**config.mk**
```make
export PLATFORM = sky130hd
export DESIGN_NAME = xyz_frame_deserializer
export DESIGN_NICKNAME = d
export VERILOG_FILES = /design/src/rtl/xyz_frame_pkg.sv /design/src/rtl/sat_counter.sv /design/src/rtl/xyz_frame_deserializer.sv
export SDC_FILE = /design/constraint.sdc
export NUM_CORES = 1
export LEC_CHECK = 0
export ABC_CLOCK_PERIOD_IN_PS = 2300
export CORE_ASPECT_RATIO = 1.4
export CORE_MARGIN = 2
export CORE_UTILIZATION = 40
export DETAILED_ROUTE_END_ITERATION = 6
export HOLD_SLACK_MARGIN = 0.02
export PLACE_DENSITY_LB_ADDON = 0.08
export SLEW_MARGIN = 10
export SYNTH_ARGS = -nofsm -noshare
export SYNTH_HDL_FRONTEND = slang
export SYNTH_SLANG_ARGS = --single-unit
```
**constraint.sdc**
```tcl
create_clock -name clk -period 2.3 [get_ports clk]
set_clock_uncertainty 0.05 [all_clocks]
set_input_delay 0.46 -clock clk [delete_from_list [all_inputs] [get_ports clk]]
set_output_delay 0.46 -clock clk [all_outputs]
set_load 0.005 [all_outputs]
```
**src/rtl/xyz_frame_pkg.sv**
```systemverilog
// rtl/xyz_frame_pkg.sv - shared states and frame-length constants for the x/y/z deserializer
package xyz_frame_pkg;
   typedef enum logic [1:0] {IDLE, SHIFT, PARITY, HOLD} state_e;

   localparam int DATA_BEATS   = 3;
   localparam int PARITY_BEATS = 1;
   // Beat index spans the data beats plus the optional parity beat.
   localparam int IDX_W        = $clog2(DATA_BEATS + PARITY_BEATS);
endpackage

```
**src/rtl/sat_counter.sv**
```systemverilog
// rtl/sat_counter.sv - saturating up-counter with synchronous clear
module sat_counter #(
   parameter int W = 8
) (
   input  logic         clk,
   input  logic         rstn,
   input  logic         inc_i,
   input  logic         clear_i,
   output logic [W-1:0] count_o
);
   logic [W-1:0] count_q, count_d;

   always_comb begin
      count_d = count_q;
      if (clear_i) begin
         count_d = '0;
      end else if (inc_i && (count_q != {W{1'b1}})) begin
         count_d = count_q + W'(1);
      end
   end

   always_ff @(posedge clk or negedge rstn) begin
      if (!rstn) begin
         count_q <= '0;
      end else begin
         count_q <= count_d;
      end
   end

   assign count_o = count_q;
endmodule

```
**src/rtl/xyz_frame_deserializer.sv**
```systemverilog
// rtl/xyz_frame_deserializer.sv - serial bit stream to x/y/z frame assembler with parity, timeout and resync
module xyz_frame_deserializer
   import xyz_frame_pkg::*;
#(
   parameter bit PARITY_EN = 1'b1,
   parameter int TIMEOUT   = 15,
   parameter int ERR_CNT_W = 8
) (
   input  logic                 clk,
   input  logic                 rstn,
   input  logic                 sin_valid,
   output logic                 sin_ready,
   input  logic                 sin_data,
   input  logic                 sin_sof,
   output logic                 x,
   output logic                 y,
   output logic                 z,
   output logic                 out_valid,
   input  logic                 out_ready,
   output logic                 frame_err,
   output logic [ERR_CNT_W-1:0] err_cnt,
   output logic                 busy
);
   localparam int CNT_W = $clog2(TIMEOUT + 1);
   localparam logic [CNT_W-1:0] CNT_LAST = CNT_W'(TIMEOUT - 1);

   state_e           state_q, state_d;
   logic [IDX_W-1:0] idx_q, idx_d;
   logic [CNT_W-1:0] idle_q, idle_d;
   logic             sx_q, sx_d, sy_q, sy_d, sz_q, sz_d;
   logic             x_q, x_d, y_q, y_d, z_q, z_d;
   logic             frame_err_q;
   logic             drop;
   logic             beat;

   assign sin_ready = (state_q != HOLD);
   assign beat      = sin_valid && sin_ready;

   always_comb begin
      state_d = state_q;
      idx_d   = idx_q;
      idle_d  = idle_q;
      sx_d    = sx_q;
      sy_d    = sy_q;
      sz_d    = sz_q;
      x_d     = x_q;
      y_d     = y_q;
      z_d     = z_q;
      drop    = 1'b0;
      unique case (state_q)
         IDLE: begin
            idle_d = '0;
            if (beat && sin_sof) begin
               sx_d    = sin_data;
               idx_d   = IDX_W'(1);
               state_d = SHIFT;
            end
         end
         SHIFT, PARITY: begin
            if (beat) begin
               idle_d = '0;
               if (sin_sof) begin
                  drop    = 1'b1;
                  sx_d    = sin_data;
                  idx_d   = IDX_W'(1);
                  state_d = SHIFT;
               end else if (state_q == PARITY) begin
                  if (sx_q ^ sy_q ^ sz_q ^ sin_data) begin
                     drop    = 1'b1;
                     state_d = IDLE;
                  end else begin
                     x_d     = sx_q;
                     y_d     = sy_q;
                     z_d     = sz_q;
                     state_d = HOLD;
                  end
               end else if (idx_q == IDX_W'(DATA_BEATS - 1)) begin
                  sz_d = sin_data;
                  if (PARITY_EN) begin
                     state_d = PARITY;
                  end else begin
                     x_d     = sx_q;
                     y_d     = sy_q;
                     z_d     = sin_data;
                     state_d = HOLD;
                  end
               end else begin
                  sy_d  = sin_data;
                  idx_d = idx_q + IDX_W'(1);
               end
            end else if (idle_q == CNT_LAST) begin
               // An accepted beat on the expiry cycle takes the branch above instead.
               drop    = 1'b1;
               idle_d  = '0;
               state_d = IDLE;
            end else begin
               idle_d = idle_q + CNT_W'(1);
            end
         end
         HOLD: begin
            idle_d = '0;
            if (out_ready) begin
               state_d = IDLE;
            end
         end
         default: state_d = IDLE;
      endcase
   end

   always_ff @(posedge clk or negedge rstn) begin
      if (!rstn) begin
         state_q     <= IDLE;
         idx_q       <= '0;
         idle_q      <= '0;
         sx_q        <= 1'b0;
         sy_q        <= 1'b0;
         sz_q        <= 1'b0;
         x_q         <= 1'b0;
         y_q         <= 1'b0;
         z_q         <= 1'b0;
         frame_err_q <= 1'b0;
      end else begin
         state_q     <= state_d;
         idx_q       <= idx_d;
         idle_q      <= idle_d;
         sx_q        <= sx_d;
         sy_q        <= sy_d;
         sz_q        <= sz_d;
         x_q         <= x_d;
         y_q         <= y_d;
         z_q         <= z_d;
         frame_err_q <= drop;
      end
   end

   sat_counter #(.W(ERR_CNT_W)) u_err_cnt (
      .clk     (clk),
      .rstn    (rstn),
      .inc_i   (drop),
      .clear_i (1'b0),
      .count_o (err_cnt)
   );

   assign x         = x_q;
   assign y         = y_q;
   assign z         = z_q;
   assign out_valid = (state_q == HOLD);
   assign busy      = (state_q != IDLE);
   assign frame_err = frame_err_q;
endmodule

```
==> metrics.txt <==
Via Count 890; worst hold-check path type reg -> reg; pwr/cell area 1150 nW/µm²; Chip Height 67.7 µm; Clock Path Buffers 2; Post-CTS Setup Repair Bufs 0; placed cell areas 1470 µm²; Ys Warns 0; Final setup viols 0; Sink Count 23; fin util 0.539; CTS resizes 0; Final Max Slew Viols 0; antenna-violating nets left 0; Worst Path Required 2400 ps; clock root buffer clkbuf_8; Post-CTS Hold Fix Bufs 0; Mapped Cells 108; GRT Resource Usage Total 0.152; Detailed Route Iter0 Violations 21; grt ovf 0; design area 1520 µm²; top post-synthesis cells by area dfrtp_1 50%, mux2_2 7.8%, ha_1 7.6%; Post-Syn Nets 121; Die Area 3350 µm²; top cell type's share of synthesized area 0.497; IO Port Bufs 20; first-pass GRT wire length 3.83 mm; initial core utilization 0.411; Rel. slew slack 0.724; P_leak 0.691 nW; Via density 5.00; Ant. Diodes 0; maxcap violations 0; Pre-antenna DRT Iters 4; post-route DRC violation count 0; Worst setup SP type register; actual slew at the worst max-slew pin 409 ps; Final Wtd Congestion 0.882; Avg Cell Area, Syn 10.7 µm²; WS Path Type reg -> reg; CTS tree done; final wirelength 2.27 mm; Hold Fails Final Rpt 0; critical path endpoint category register; maximum number of pins on one net before global-route repair 24; synthesized flop and latch total 23; initial antenna violation count 0; post-synthesis sequential area ratio 0.497; Detail Placement HPWL 1.76 mm; synthesized area 1160 µm²; PnR Total Power 1.75 mW; Hold Slack 438 ps; Period minus WS final 2060 ps; share of cells above drive strength 1 0.156; Non-Filler Instances 178; largest fanout on the critical path 7; Layout area overhead 31.1%; CP Data Arrival Time 2170 ps; vias in the first global route 894; Nets 155; maximum VDD drop 0.000755 V; clock slew at reported path FFs 80 ps; total CTS buffers 3; Yosys top cell by area dfrtp_1; fmax 0.485 GHz; die width 49.5 µm; Final period util 0.897; CORE AREA 2820 µm²; fin worst setup slack 237 ps; IO Count 21; Std-Cell Rows 23; status finished, final reports clean; Post-Route Setup TNS 0 ps; RSZ-0062 raised after global routing no; WL/cell 12.8 µm; post-place setup slack 7.57 ps; Worst-Skew Late Latency 260 ps; # placed instances 174; CTS HTree Levels 1; synth unique cells 25
## report_power, final
part | total (mW) | switching [mW] | internal [mW]
sequential | 0.662 | 0.117 | 0.545
clock | 0.244 | 0.124 | 0.121
combinational | 0.843 | 0.375 | 0.468
total | 1.75 | 0.616 | 1.13
## per-layer routing
| metal | vias up | share of wire | global-route usage |
|---|---|---|---|
| li1 | 434 | - | - |
| met5 | - | 0 | 0 |
| met2 | 22 | 0.51 | 0.269 |
| met4 | 0 | 0.035 | 0.0972 |
| met1 | 426 | 0.41 | 0.167 |
| met3 | 8 | 0.042 | 0.0310 |
## final timing paths
path / start / depth (start not counted) / to / slack [ps]
max: state_q[1]$_DFFE_PN0P_ / 6 / u_err_cnt.count_o[1]$_DFFE_PN0P_ / 240
min: idx_q[1]$_DFFE_PN0P_ / 2 / idx_q[1]$_DFFE_PN0P_ / 440
max reg2reg: state_q[1]$_DFFE_PN0P_ / 6 / u_err_cnt.count_o[1]$_DFFE_PN0P_ / 240
min reg2reg: idx_q[1]$_DFFE_PN0P_ / 2 / idx_q[1]$_DFFE_PN0P_ / 440
max in group asynchronous: rstn / 2 / idle_q[0]$_DFF_PN0_ / 1480
min in group asynchronous: rstn / 2 / idle_q[2]$_DFF_PN0_ / 490
## state kept, by name, summed over array words and instances, names as in the netlist, 2 cells and up
name               cells
u_err_cnt.count_o      8
idle_q                 4
idx_q                  2
state_q                2
## logic make-up after synthesis
kind of cell,synth area share
AOI/OAI and AO/OA,0.0616
xor gates and xnor gates,0.0832
adders and majority gates,0.0756
buffers and inverters,0.0292
DFF,0.497
muxes,0.0778
and+or+nand+nor,0.176
## cells in the mapped netlist
library cell and count:
o21a_1 1, and4_1 1, ha_1 7, xor2_1 2, a21oi_1 4, nand2_1 10, and3_1 2, or3_1 1
o41ai_1 2, and2_1 1, xnor2_1 9, nand3_1 4, and2b_1 1, nor2b_1 1, a22o_1 1, nand4_1 4
inv_1 9, nor3_1 1, o21ai_0 1, a31oi_1 2, mux2_2 8, nor2_1 9, dfrtp_1 23, nand2b_1 3
nor3_4 1
## final cells by class
cell class | count | area, µm²
clock buffers | 3 | 41.3
clock inverters | 1 | 5.00
fillers | 281 | 1300
inverters | 9 | 33.8
multi-input cells | 76 | 549
flip-flops and latches | 23 | 576
well taps | 37 | 46.3
repair buffers | 29 | 268
## placed cells by master (no fill, tap or decap), types with 7 or more instances in the layout
master           synthesis  layout
inv_1                    9       9
nor2_1                   9       9
clkdlybuf4s50_1          0      20
nand2_1                 10      10
xnor2_1                  9       9
ha_1                     7       7
mux2_2                   8       8
dfrtp_1                 23      23
buf_4                    0       9
## worst max-delay path: stages (launching register included)
cell and delay, ps:
dfrtp_1 410, ha_1 250, and2b_1 280, a31oi_1 70, nand2b_1 210, nor3_4 330, mux2_2 370
No activity file was read; power rests on OpenSTA's default activity.
